===== src/rtl/if_id_stage_buffer.sv =====
// rtl/if_id_stage_buffer.sv - IF/ID pipeline stage buffer with valid/ready handshake, skid entry, flush and NOP bubbles
//
// Holds fetched instructions between the fetch stage (PC+4 adder, instruction
// memory) and decode. With SKID_EN=1 it is a two-entry buffer (main + skid)
// whose IN_READY is a flop, so no combinational path runs from OUT_READY back
// to fetch. With SKID_EN=0 it is a single register whose IN_READY is
// !OUT_VALID | OUT_READY.
//
// Ports:
//   CLK        in   1   clock, rising edge
//   RESET      in   1   synchronous, active-low reset
//   IN_VALID   in   1   fetch presents an instruction
//   IN_READY   out  1   stage can accept this cycle
//   IN_INSTR   in   IW  fetched instruction
//   IN_PC      in   AW  PC of fetched instruction
//   IN_PC4     in   AW  PC+4 of fetched instruction
//   FLUSH      in   1   redirect: discard every held entry
//   OUT_VALID  out  1   head entry valid
//   OUT_READY  in   1   decode consumes head this cycle
//   OUT_INSTR  out  IW  head instruction, NOP_INSTR while OUT_VALID=0
//   OUT_PC     out  AW  head PC (holds last value while empty)
//   OUT_PC4    out  AW  head PC+4 (holds last value while empty)
//   OCCUPANCY  out  2   number of valid entries, 0..2
//   FLUSH_CNT  out  CW  saturating count of entries discarded by FLUSH

module if_id_stage_buffer #(
    parameter int              IW        = 32,
    parameter int              AW        = 32,
    parameter int              SKID_EN   = 1,
    parameter logic [IW-1:0]   NOP_INSTR = IW'(32'h00000013),
    parameter logic [AW-1:0]   RESET_PC4 = {{(AW-2){1'b1}}, 2'b00},
    parameter int              CW        = 8
) (
    input  logic          CLK,
    input  logic          RESET,
    input  logic          IN_VALID,
    output logic          IN_READY,
    input  logic [IW-1:0] IN_INSTR,
    input  logic [AW-1:0] IN_PC,
    input  logic [AW-1:0] IN_PC4,
    input  logic          FLUSH,
    output logic          OUT_VALID,
    input  logic          OUT_READY,
    output logic [IW-1:0] OUT_INSTR,
    output logic [AW-1:0] OUT_PC,
    output logic [AW-1:0] OUT_PC4,
    output logic [1:0]    OCCUPANCY,
    output logic [CW-1:0] FLUSH_CNT
);

    typedef enum logic [1:0] {
        ST_EMPTY = 2'd0,
        ST_FULL  = 2'd1,
        ST_SKID  = 2'd2
    } state_t;

    localparam logic [CW:0] CNT_MAX = {1'b0, {CW{1'b1}}};

    state_t        state;
    state_t        state_nxt;

    logic [IW-1:0] main_instr;
    logic [AW-1:0] main_pc;
    logic [AW-1:0] main_pc4;
    logic [IW-1:0] skid_instr;
    logic [AW-1:0] skid_pc;
    logic [AW-1:0] skid_pc4;
    logic [CW-1:0] flush_cnt;
    logic [CW-1:0] flush_cnt_nxt;

    logic          acc;
    logic          pop;
    logic          load_main_in;
    logic          load_main_skid;
    logic          load_skid;
    logic [1:0]    drop;
    logic [CW:0]   cnt_sum;

    assign OUT_VALID = (state != ST_EMPTY);
    assign acc       = IN_VALID & IN_READY;
    assign pop       = OUT_VALID & OUT_READY;

    // Ready generation: registered in the skid variant so that back-pressure
    // never closes a combinational loop through decode.
    generate
        if (SKID_EN != 0) begin : g_skid_ready
            logic in_ready_q;

            always_ff @(posedge CLK) begin
                if (!RESET) begin
                    in_ready_q <= 1'b1;
                end else begin
                    in_ready_q <= (state_nxt != ST_SKID);
                end
            end

            assign IN_READY = in_ready_q;
        end else begin : g_comb_ready
            assign IN_READY = ~OUT_VALID | OUT_READY;
        end
    endgenerate

    always_ff @(posedge CLK) begin
        if (!RESET) begin
            state <= ST_EMPTY;
        end else begin
            state <= state_nxt;
        end
    end

    // Next state and payload-move selection. FLUSH wins over any handshake,
    // so an entry accepted in the same cycle is simply never loaded.
    always_comb begin
        state_nxt      = state;
        load_main_in   = 1'b0;
        load_main_skid = 1'b0;
        load_skid      = 1'b0;

        case (state)
            ST_EMPTY: begin
                if (acc) begin
                    state_nxt    = ST_FULL;
                    load_main_in = 1'b1;
                end
            end
            ST_FULL: begin
                if (acc && pop) begin
                    load_main_in = 1'b1;
                end else if (acc) begin
                    // Only reachable with SKID_EN=1: the combinational ready
                    // of the single-entry variant forbids acc without pop here.
                    state_nxt = ST_SKID;
                    load_skid = 1'b1;
                end else if (pop) begin
                    state_nxt = ST_EMPTY;
                end
            end
            ST_SKID: begin
                if (pop) begin
                    state_nxt      = ST_FULL;
                    load_main_skid = 1'b1;
                end
            end
            default: begin
                state_nxt = ST_EMPTY;
            end
        endcase

        if (FLUSH) begin
            state_nxt      = ST_EMPTY;
            load_main_in   = 1'b0;
            load_main_skid = 1'b0;
            load_skid      = 1'b0;
        end
    end

    // Payload registers. They are left untouched on pop/flush so OUT_PC and
    // OUT_PC4 keep their last value while the stage is empty.
    always_ff @(posedge CLK) begin
        if (!RESET) begin
            main_instr <= NOP_INSTR;
            main_pc    <= '0;
            main_pc4   <= RESET_PC4;
            skid_instr <= NOP_INSTR;
            skid_pc    <= '0;
            skid_pc4   <= RESET_PC4;
        end else begin
            if (load_main_in) begin
                main_instr <= IN_INSTR;
                main_pc    <= IN_PC;
                main_pc4   <= IN_PC4;
            end else if (load_main_skid) begin
                main_instr <= skid_instr;
                main_pc    <= skid_pc;
                main_pc4   <= skid_pc4;
            end
            if (load_skid) begin
                skid_instr <= IN_INSTR;
                skid_pc    <= IN_PC;
                skid_pc4   <= IN_PC4;
            end
        end
    end

    always_comb begin
        OCCUPANCY = 2'd0;
        case (state)
            ST_FULL: OCCUPANCY = 2'd1;
            ST_SKID: OCCUPANCY = 2'd2;
            default: OCCUPANCY = 2'd0;
        endcase
    end

    // An entry popped in the flush cycle was consumed by decode, so it is
    // not counted as discarded. pop implies OCCUPANCY>=1, so no underflow.
    always_comb begin
        drop          = OCCUPANCY - {1'b0, pop};
        cnt_sum       = {1'b0, flush_cnt} + (CW + 1)'(drop);
        flush_cnt_nxt = flush_cnt;
        if (FLUSH) begin
            if (cnt_sum > CNT_MAX) begin
                flush_cnt_nxt = CNT_MAX[CW-1:0];
            end else begin
                flush_cnt_nxt = cnt_sum[CW-1:0];
            end
        end
    end

    always_ff @(posedge CLK) begin
        if (!RESET) begin
            flush_cnt <= '0;
        end else begin
            flush_cnt <= flush_cnt_nxt;
        end
    end

    assign FLUSH_CNT = flush_cnt;
    assign OUT_INSTR = OUT_VALID ? main_instr : NOP_INSTR;
    assign OUT_PC    = main_pc;
    assign OUT_PC4   = main_pc4;

endmodule


===== config.mk =====
export PLATFORM = sky130hd
export DESIGN_NAME = if_id_stage_buffer
export DESIGN_NICKNAME = d
export VERILOG_FILES = /design/src/rtl/if_id_stage_buffer.sv
export SDC_FILE = /design/constraint.sdc
export NUM_CORES = 1
export LEC_CHECK = 0
export BUFFER_PORTS_ARGS = -buffer_cell sky130_fd_sc_hd__buf_2
export CORE_ASPECT_RATIO = 0.75
export CORE_MARGIN = 3
export CORE_UTILIZATION = 45
export CTS_BUF_LIST = sky130_fd_sc_hd__clkbuf_16
export DETAILED_ROUTE_END_ITERATION = 8
export GPL_ROUTABILITY_DRIVEN = 0
export PLACE_DENSITY = 0.72
export SYNTH_ARGS = -nofsm -noshare
export SYNTH_HDL_FRONTEND = slang
export SYNTH_SLANG_ARGS = --single-unit
export TNS_END_PERCENT = 30

===== constraint.sdc =====
create_clock -name CLK -period 2.75 [get_ports CLK]
set_input_delay 0.55 -clock CLK [delete_from_list [all_inputs] [get_ports CLK]]
set_output_delay 0.55 -clock CLK [all_outputs]
set_load 0.02 [all_outputs]

==> qor.yml, run 1 <==
floorplan:
  die-area_um2: 19500
  fp-row-count: 41
  die_y_um: 122
  ios: 209
  core_area_um2: 17200
  initial_core_util_pct: 46.8
  die_w_um: 160
power:
  internal_power_mw: 4.79
  powerDensity_nw_per_um2: 633
  p_leak_nw: 3.92
  max-vdd-ir-drop_uv: 357
  p_comb_share_pct: 8.6
  p_seq_share_pct: 49.2
  switching_share_pct: 23.4
  power.switching_mw: 1.46
  clockPowerShare_pct: 42.2
critical_path:
  slowest_delay_ns: 0.51
  critPathKind: "reg2reg"
  required_ns: 3.15
  crit_path_max_fanout: 7
  crit-reg2reg-launch: "state[1]$_SDFF_PN0_"
  regToRegEndpoint: "FLUSH_CNT[1]$_SDFFE_PN0P_"
  critPathSlowestCell: "or3b_2"
  critPathTopFamily: "adder cells"
  r2r_setup_slack_ns: 0.30
  worstPathCellList: "nor2b_2 -> inv_2 -> ha_1 -> inv_1 -> ha_1 -> inv_1 -> fa_1 -> or3b_2 -> a31oi_1"
  reg2reg_depth: 9
  crit_path_start_kind: "flop"
  crit_arrival_ns: 2.85
  cp-end-kind: "flop"
  worst-path-buf-inv: 3
status:
  outcome: "finished clean"
timing:
  min_period_ns: 2.45
  tightest_slew_ns: 0.498
  slew_violations: 0
  final.setup.tns_ns: 0
  setup_ws_ns: 0.296
  fmax_mhz: 408
  fin_crit_sh_pct: 89.2
  maxSlewHeadroom_pct: 66.7
  finClkSkew_ns: 0.00802
  grt_setup_unrepaired: "false"
  setup_violations: 0
  hold_violations: 0
logic_synthesis:
  avgSynthCellArea_um2: 8.43
  synth-main-ff-cell: "dfxtp_1"
  synthTopCellsByArea: "dfxtp_1 51%, nand2_1 12%, a21oi_1 8.5%, a22oi_1 6.0%, mux2i_1 4.1%"
  synthCells: 954
  synth_common_cells: "257 x nand2_1, 203 x dfxtp_1, 136 x a21oi_1, 64 x a22oi_1, 45 x clkbuf_1"
  syn_nets: 1059
  synth_edf_count: 0
  async_flop_share_pct: 0
  netlist_area_um2: 8050
  synth_seq_cells: 203
  synth_most_common_cell: "nand2_1"
  ys_warn_count: 0
  seq_area_frac_synth_pct: 50.5
  synth_cell_types: 42
  yosysTopAreaCell: "dfxtp_1"
  synth_top_area_share_pct: 50.5
finish:
  final_cells: 1373
  fillers: 1604
  fin_nets: 1228
  layout-drive-gt1-share_pct: 23.1
  syn_to_final_growth_pct: 22.6
drt:
  first_iter_violations: 564
  drtAntennaViolNets: 0
  via_per_inst: 5.21
  drt-total-wl_um: 20900
  dr.pass1.iters: 5
  via_count: 7157
  drc: 0
  wl_per_cell_um: 15.2
global_route:
  grt_pass1_vias: 6649
  grt_pass1_wl_um: 34000
  grt.total_usage_pct: 20.9
  antenna_found_initial: 3
  grt_start_max_net_pins: 98
  grt-ovfl-total: 0
clocking:
  clockBufferDepth: 3
  cts.repair.resized: 0
  htree_levels: 1
  clk_latency_ns: 0.48
  cts_made_buffers: 20
  cts_sinks: 203
  cts_tree: "done"
  clock-root-buffer: "clkbuf_16"
  clkTransAtPathRegs_ns: 0.07
  post_cts_buffers: 0
  cts_hold_buffers: 0
placement:
  portBuffers: 208
  dp_slack_ns: 0.146
  dpl.hpwl_um: 12900
  dp.cells: 1337
min_path:
  hold_depth: 3
  hp-start: "IN_PC4[28]"
  hp-class: "in2reg"
  min_to: "skid_pc4[28]$_SDFFE_PN1P_"
flow_run:
  drv_cap: 0
## sequential cells by signal (all words and copies together) (netlist names)
name / cells
state: 2
OUT_PC4: 32
skid_instr: 32
FLUSH_CNT: 8
OUT_PC: 32
skid_pc: 32
skid_pc4: 32
main_instr: 32
IN_READY: 1
## cells by family (layout without fill, tap and decap cells)
group,count (synthesis),after routing,share of synthesized area [%]
compound gates,239,239,18.0
xor+xnor,3,3,0.327
fa+ha+maj,4,4,0.715
buf+inv,86,268,5.07
flops,203,203,50.5
mux,33,33,4.11
other cells,0,1,0
simple gates,386,386,21.3
## power groups by stage
stage	registers [mW]	logic (mW)	clock network, mW
after floorplan	3.19	0.248	0
after global placement	3.14	0.532	0
after detailed placement	3.14	0.538	0
after CTS	3.07	0.539	2.71
after global routing	3.08	0.591	2.84
final	3.07	0.536	2.64
## how the worst max path moves through the flow
stage | startpoint | to | slack, ns | depth (start not counted)
after floorplan | state[1]$_SDFF_PN0_ | FLUSH_CNT[0]$_SDFFE_PN0P_ | 0.14 | 10
after global placement | OUT_READY | FLUSH_CNT[6]$_SDFFE_PN0P_ | 0.20 | 10
after detailed placement | OUT_READY | FLUSH_CNT[1]$_SDFFE_PN0P_ | 0.15 | 9
after CTS | state[1]$_SDFF_PN0_ | FLUSH_CNT[1]$_SDFFE_PN0P_ | 0.31 | 8
after global routing | state[1]$_SDFF_PN0_ | FLUSH_CNT[6]$_SDFFE_PN0P_ | 0.12 | 9
final | state[1]$_SDFF_PN0_ | FLUSH_CNT[1]$_SDFFE_PN0P_ | 0.30 | 9
## worst min-delay path, stage by stage
cell and delay [ns]:
buf_2 0.09, nand2_1 0.04, nand3_1 0.06
## layout by cell type, fill, tap and decap left out, types with 3 or more instances in the layout
cell,count
nor2_1,4
nand3_1,35
clkbuf_16,21
a21oi_1,136
nand2b_1,3
buf_12,7
nor3b_1,3
xnor2_1,3
a21boi_0,23
mux2i_1,33
a31oi_1,3
clkinv_1,4
nor3_1,32
nor2b_1,33
o21ai_0,3
inv_1,16
nand2_1,257
buf_4,7
or2_2,3
a22oi_1,64
ha_1,3
a21boi_1,4
buf_2,208
dfxtp_1,203
## stage by stage
stage	util, %	instance area, um2	total power, mW	hold slack (ns)
6_report	57.4	9870	6.25	0.294
5_1_grt	57.4	9870	6.52	0.289
4_1_cts	57.4	9870	6.32	0.276
3_5_place_dp	53.7	9230	3.68	0.442
3_3_place_gp	53.7	9230	3.67	0.438
2_1_floorplan	-	8050	3.44	0.432
## cell type report
cell class | instances | area [um2] | area share [%]
clock buffers | 21 | 526 | 5.33
flip-flops and latches | 203 | 4060 | 41.2
clock inverters | 14 | 106 | 1.08
inverters | 11 | 43.8 | 0.444
well taps | 236 | 295 | 2.99
multi-input cells | 665 | 3600 | 36.5
repair buffers | 222 | 1230 | 12.5
diodes | 1 | 2.50 | 0.0254
## routing by layer
layer | vias to the layer above | GRT usage (%) | routed length, um
li1 | 3601 | - | -
met1 | 3299 | 28.7 | 9780
met2 | 225 | 34.3 | 9310
met3 | 28 | 4.59 | 1470
met4 | 4 | 4.01 | 322
met5 | - | 0 | 14
No activity file was read; power rests on OpenSTA's default activity.
==> run 2: changes to the inputs <==
--- a/config.mk
+++ b/config.mk
@@ -15,2 +15,3 @@
 export PLACE_DENSITY = 0.72
+export RECOVER_POWER = 100
 export SYNTH_ARGS = -nofsm -noshare
==> constraint.sdc (replaced) <==
create_clock -name CLK -period 2.75 [get_ports CLK]
set_input_delay 0.275 -clock CLK [delete_from_list [all_inputs] [get_ports CLK]]
set_output_delay 0.275 -clock CLK [all_outputs]
set_load 0.02 [all_outputs]
==> run 2 against run 1 <==
  * Clock power down 6%
  * Sequential power about the same
  * Hold slack worse by 0.27 ns
  * First-iteration DRC count down 2.0%
  * Routed wire length up 1.5%
  * Register-to-register slack about the same
  * Combinational power down 2%
  * Via count about the same
  * Highest routed layer unchanged
==> qor.yml, run 2 (synthesis gave the netlist of run 1 again) <==
status:
  outcome: "finished clean"
placement:
  dpl.hpwl_um: 13000  # +1.2%
  postPlaceCellArea_um2: 9240  # +0.11%
  portBuffers: 208  # unchanged
  dp_slack_ns: 0.346  # +0.200 ns
finish:
  diodes: 0  # -1
  finalInstanceArea_um2: 9660  # -2.1%
  syn_to_final_growth_pct: 20.1
  final_common_cell: "nand2_1"
  utilization_pct: 56.2  # -1.2 points
  layout-drive-gt1-share_pct: 13.7  # -9.4 points
  mostFrequentLayoutCells: "257 x nand2_1, 203 x dfxtp_1, 136 x a21oi_1"
  fin_nets: 1233  # +0.41%
critical_path:
  required_ns: 3.10  # -0.05 ns
  cp-end-kind: "flop"
  worstPathCellList: "nand2b_1 -> nor2_4 -> buf_2 -> mux2i_1 -> a21oi_1"
  crit-reg2reg-launch: "state[1]$_SDFF_PN0_"
  cp-startpoint: "state[1]$_SDFF_PN0_"
  critPathSlowestCell: "buf_2"
  crit_path_max_fanout: 47  # +40
  slowest_delay_ns: 0.99  # +0.48 ns
  worst-path-buf-inv: 1  # -2
  crit_path_start_kind: "flop"
  critPathKind: "reg2reg"
  r2r_setup_slack_ns: 0.29  # about the same
  crit_arrival_ns: 2.81  # -0.04 ns
  reg2reg_depth: 5  # -4
  regToRegEndpoint: "OUT_PC4[31]$_SDFFE_PN1P_"
  critPathTopFamily: "buffers and inverters"
min_path:
  hp-start: "IN_PC4[22]"
  min_to: "skid_pc4[22]$_SDFFE_PN1P_"
  hold_depth: 3  # unchanged
  hp-class: "in2reg"
power:
  p_leak_nw: 3.54  # -9.7%
  max-vdd-ir-drop_uv: 377  # +5.6%
  powerDensity_nw_per_um2: 628  # -0.85%
clocking:
  htree_levels: 1  # unchanged
  clockBufferDepth: 3  # unchanged
  cts_tree: "done"
  cts_sinks: 203  # unchanged
  clock-root-buffer: "clkbuf_16"
  cts_made_buffers: 20  # unchanged
  clk_latency_ns: 0.48  # about the same
  clkTransAtPathRegs_ns: 0.06  # about the same
  cts.repair.resized: 0  # unchanged
timing:
  fmax_mhz: 406  # -0.29%
  finClkSkew_ns: 0.00702  # -0.000997 ns
  maxSlewHeadroom_pct: 9.50  # -57 points
  slew_violations: 0  # unchanged
  setup_violations: 0  # unchanged
  tightest_slew_ns: 1.36  # +0.859 ns
  grt_setup_unrepaired: "false"
  fin_crit_sh_pct: 89.5  # +0.26 points
  hold_violations: 0  # unchanged
  final.setup.tns_ns: 0  # unchanged
  setup_ws_ns: 0.289  # -0.00713 ns
  min_period_ns: 2.46  # +0.00713 ns
flow_run:
  drv_cap: 0  # unchanged
drt:
  first_iter_violations: 553  # -2.0%
  drc: 0  # unchanged
  drtAntennaViolNets: 0  # unchanged
  wl_per_cell_um: 15.4  # +1.3%
  drt-total-wl_um: 21200  # +1.5%
  dr.pass1.iters: 5  # unchanged
  via_per_inst: 5.21  # about the same
  via_count: 7161  # +0.056%
floorplan:
  die_w_um: 160  # unchanged
  initial_core_util_pct: 46.8  # unchanged
  die-area_um2: 19500  # unchanged
  core_area_um2: 17200  # unchanged
  ios: 209  # unchanged
  die_y_um: 122  # unchanged
  fp-row-count: 41  # unchanged
global_route:
  grt.total_usage_pct: 20.8  # -0.12 points
  antenna_found_initial: 2  # -1
  grt_pass1_vias: 6480  # -2.5%
  grt-ovfl-total: 0  # unchanged
  grt_start_max_net_pins: 97  # -1.0%
  grt_pass1_wl_um: 33700  # -0.96%
run 2: cell count changes in the layout (fill, tap and decap cells not counted), moves of 3 or more:
| cell | delta |
|---|---|
| a21boi_0 | +4 |
| buf_12 | -3 |
| buf_2 | -105 |
| a21boi_1 | -4 |
| clkbuf_1 | +107 |
run 2: metal layers:
metal  routed length [um]  GRT usage [%]
met5                   21              0
met4                  291           4.66
met3                 1380           4.49
met2                 9590           33.5
met1                 9920           28.8
run 2: timing repair:
item                                   CTS  global route
setup endpoints to repair                0             0
endpoints found under the hold margin    2             0
hold buffers                             2             0
setup buffers                            0             0
run 2: stage by stage:
step,total power [mW],std cells,hold slack (ns)
5_1_grt,6.32,1375,0.0116
3_5_place_dp,3.68,1340,0.443
4_1_cts,6.16,1375,0.000386
3_3_place_gp,3.67,1340,0.439
6_report,6.06,1375,0.0204
2_1_floorplan,3.44,954,0.359
run 2: worst min-delay path: cells and delay by family:
family                 cells  cell delay, ns
AND/OR/NAND/NOR            2            0.10
buffers and inverters      1            0.09
run 2: worst max path at each step:
stage / end / slack (ns) / depth (start not counted)
2_1_floorplan: FLUSH_CNT[0]$_SDFFE_PN0P_ / 0.14 / 10
3_3_place_gp: FLUSH_CNT[6]$_SDFFE_PN0P_ / 0.41 / 10
3_5_place_dp: FLUSH_CNT[4]$_SDFFE_PN0P_ / 0.35 / 10
4_1_cts: FLUSH_CNT[1]$_SDFFE_PN0P_ / 0.31 / 9
5_1_grt: OUT_PC4[6]$_SDFFE_PN1P_ / 0.09 / 5
6_report: OUT_PC4[31]$_SDFFE_PN1P_ / 0.29 / 5
run 2: power by group:
part	total [mW]	leakage, nW	switching [mW]	internal [mW]
Combinational	0.524	1.58	0.336	0.189
Sequential	3.07	1.65	0.0472	3.03
Clock	2.47	0.306	1.09	1.37
Total	6.06	3.54	1.48	4.59
run 2: final cells by class:
type / count / area, um2
fillers: 1643 / 7520
clock inverters: 12 / 53.8
clock buffers: 21 / 526
well taps: 236 / 295
repair buffers: 227 / 1090
inverters: 11 / 43.8
flip-flops and latches: 203 / 4060
multi-input cells: 665 / 3580
==> run 3: changes to the inputs <==
Settings changed: ABC_CLOCK_PERIOD_IN_PS set to 2750, CAP_MARGIN set to 10, CORE_ASPECT_RATIO 0.75 to unset.
==> run 3 against run 2 <==
  * Combinational power grew 4%
  * Clock skew is essentially flat
  * Final cell count grew 1.5%
  * Final area grew 2.9%
  * Die area is essentially flat
  * Sequential share of layout area shrank 1.2 points
  * Non-clock buffer count grew 27
  * Clock-buffer cell count grew 2
  * Hold slack gained 0.0026 ns
  * First-iteration DRC count shrank 22%
  * Critical path type unchanged
  * Largest cell class unchanged
  * Largest power group unchanged
==> qor.yml, run 3 (synthesis gave the netlist of run 1 again) <==
status:
  outcome: "finished clean"
critical_path:
  crit_path_max_fanout: 7  # -85%
  critPathKind: "reg2reg"
  crit_arrival_ns: 2.82  # about the same
  crit_path_start_kind: "flop"
  cpMostUsedCell: "inv_1"
  slowest_delay_ns: 0.43  # -0.56 ns
  worst-path-buf-inv: 3  # +2
  critPathSlowestCell: "fa_1"
  required_ns: 3.10  # about the same
  cp-end-kind: "flop"
  worstPathCellList: "nor2b_2 -> inv_1 -> ha_1 -> inv_1 -> ha_1 -> inv_1 -> fa_1 -> nor2_1 -> and4_1 -> nor3_1"
  critPathTopFamily: "adder cells"
timing:
  setup_violations: 0  # unchanged
  finClkSkew_ns: 0.00675  # -0.000272 ns
  min_period_ns: 2.47  # +0.00758 ns
  maxSlewHeadroom_pct: 9.45  # -0.052 points
  final.setup.tns_ns: 0  # unchanged
  tightest_slew_ns: 1.36  # +0.000785 ns
  slew_violations: 0  # unchanged
  fmax_mhz: 405  # -0.31%
  hold_violations: 0  # unchanged
  fin_crit_sh_pct: 89.8  # +0.28 points
  grt_setup_unrepaired: "false"
global_route:
  grt_pass1_wl_um: 35100  # +4.3%
  grt-ovfl-total: 0  # unchanged
  grt_start_max_net_pins: 64  # -34%
  antenna_found_initial: 0  # -2
  grt.total_usage_pct: 21.0  # +0.21 points
  grt_pass1_vias: 7045  # +8.7%
finish:
  layout-drive-gt1-share_pct: 13.5  # -0.20 points
  diodes: 0  # unchanged
  fin_nets: 1262  # +2.4%
  mostFrequentLayoutCells: "257 x nand2_1, 203 x dfxtp_1, 136 x a21oi_1"
  syn_to_final_growth_pct: 23.5
  utilization_pct: 57.1  # +0.85 points
  final_common_cell: "nand2_1"
floorplan:
  initial_core_util_pct: 46.2  # -0.62 points
  die_w_um: 140  # -13%
  core_area_um2: 17400  # +1.3%
  die-area_um2: 19500  # about the same
  fp-row-count: 48  # +17%
  die_y_um: 140  # +15%
  ios: 209  # unchanged
drt:
  drt-total-wl_um: 21200  # about the same
  drc: 0  # unchanged
  wl_met1_um: 9220  # -7.1%
  via_count: 7299  # +1.9%
  via_per_inst: 5.23  # +0.39%
  wl_met3_um: 1560  # +13%
  wl_per_cell_um: 15.2  # -1.4%
  drtAntennaViolNets: 0  # unchanged
  dr.pass1.iters: 5  # unchanged
  route.met2.wl_um: 10000  # +4.8%
  first_iter_violations: 432  # -22%
  top_layer: "met4"
clocking:
  clock-root-buffer: "clkbuf_16"
  cts_tree: "done"
  clkTransAtPathRegs_ns: 0.06  # about the same
  cts_sinks: 203  # unchanged
  htree_levels: 1  # unchanged
  cts_made_buffers: 22  # +10%
  cts.repair.resized: 0  # unchanged
  clockBufferDepth: 3  # unchanged
  clk_latency_ns: 0.49  # about the same
power:
  finalPower_mw: 6.23  # +2.7%
  p_leak_nw: 3.67  # +3.7%
  powerDensity_nw_per_um2: 627  # -0.15%
  max-vdd-ir-drop_uv: 487  # +29%
placement:
  portBuffers: 208  # unchanged
  dpl.hpwl_um: 12700  # -2.5%
flow_run:
  drv_cap: 0  # unchanged
min_path:
  hp-class: "in2reg"
run 3: cell types whose count changed in the layout (fill, tap and decap cells not counted), moves of 2 or more:
| cell | before | now |
|---|---|---|
| buf_12 | 4 | 1 |
| buf_4 | 8 | 10 |
| clkbuf_16 | 21 | 23 |
| clkbuf_2 | 2 | 6 |
| clkinv_1 | 3 | 8 |
| clkinv_2 | 3 | 1 |
| dlygate4sd3_1 | 2 | 29 |
run 3: power breakdown:
part	switching [mW]	total [mW]	internal (mW)
Sequential	0.0440	3.07	3.03
Clock	1.12	2.61	1.49
Combinational	0.338	0.544	0.206
Total	1.50	6.23	4.73
run 3: stage by stage:
stage	worst slack, ns	std cells	cell area (um2)	hold WS, ns
3_5_place_dp	0.366	1329	9190	0.442
5_1_grt	0.0457	1396	9940	0.0199
3_3_place_gp	0.407	1329	9190	0.438
4_1_cts	0.308	1396	10100	0.000608
2_1_floorplan	0.143	954	8050	0.359
6_report	0.282	1396	9940	0.0229
run 3: routing by layer:
layer / global-route usage (%) / up-vias
met4: 5.20 / 0
met2: 35.9 / 248
li1: - / 3658
met3: 4.74 / 30
met5: 0 / -
met1: 26.9 / 3363
run 3: layout make-up:
type | count | area, um2
well taps | 225 | 282
flip-flops and latches | 203 | 4060
repair buffers | 254 | 1320
clock inverters | 15 | 57.6
multi-input cells | 665 | 3590
clock buffers | 23 | 576
fillers | 1698 | 7480
inverters | 11 | 43.8
run 3: worst paths after layout:
path                                     from                           to  slack, ns  cells after the start
setup / recovery          state[1]$_SDFF_PN0_    FLUSH_CNT[4]$_SDFFE_PN0P_       0.28                     10
hold / removal                     IN_PC4[20]    skid_pc4[20]$_SDFFE_PN1P_       0.02                      3
setup reg to reg          state[1]$_SDFF_PN0_    FLUSH_CNT[4]$_SDFFE_PN0P_       0.28                     10
hold reg to reg   main_instr[22]$_SDFFE_PN0P_  main_instr[22]$_SDFFE_PN0P_       0.45                      2
run 3: what timing repair did:
item	4_1_cts	5_1_grt
hold buffers	29	0
buffers inserted	0	0
hold endpoints to repair	29	0
run 3: worst min-delay path, stage by stage:
cell and delay, ns:
buf_2 0.09, nand2_1 0.04, nand3_1 0.07
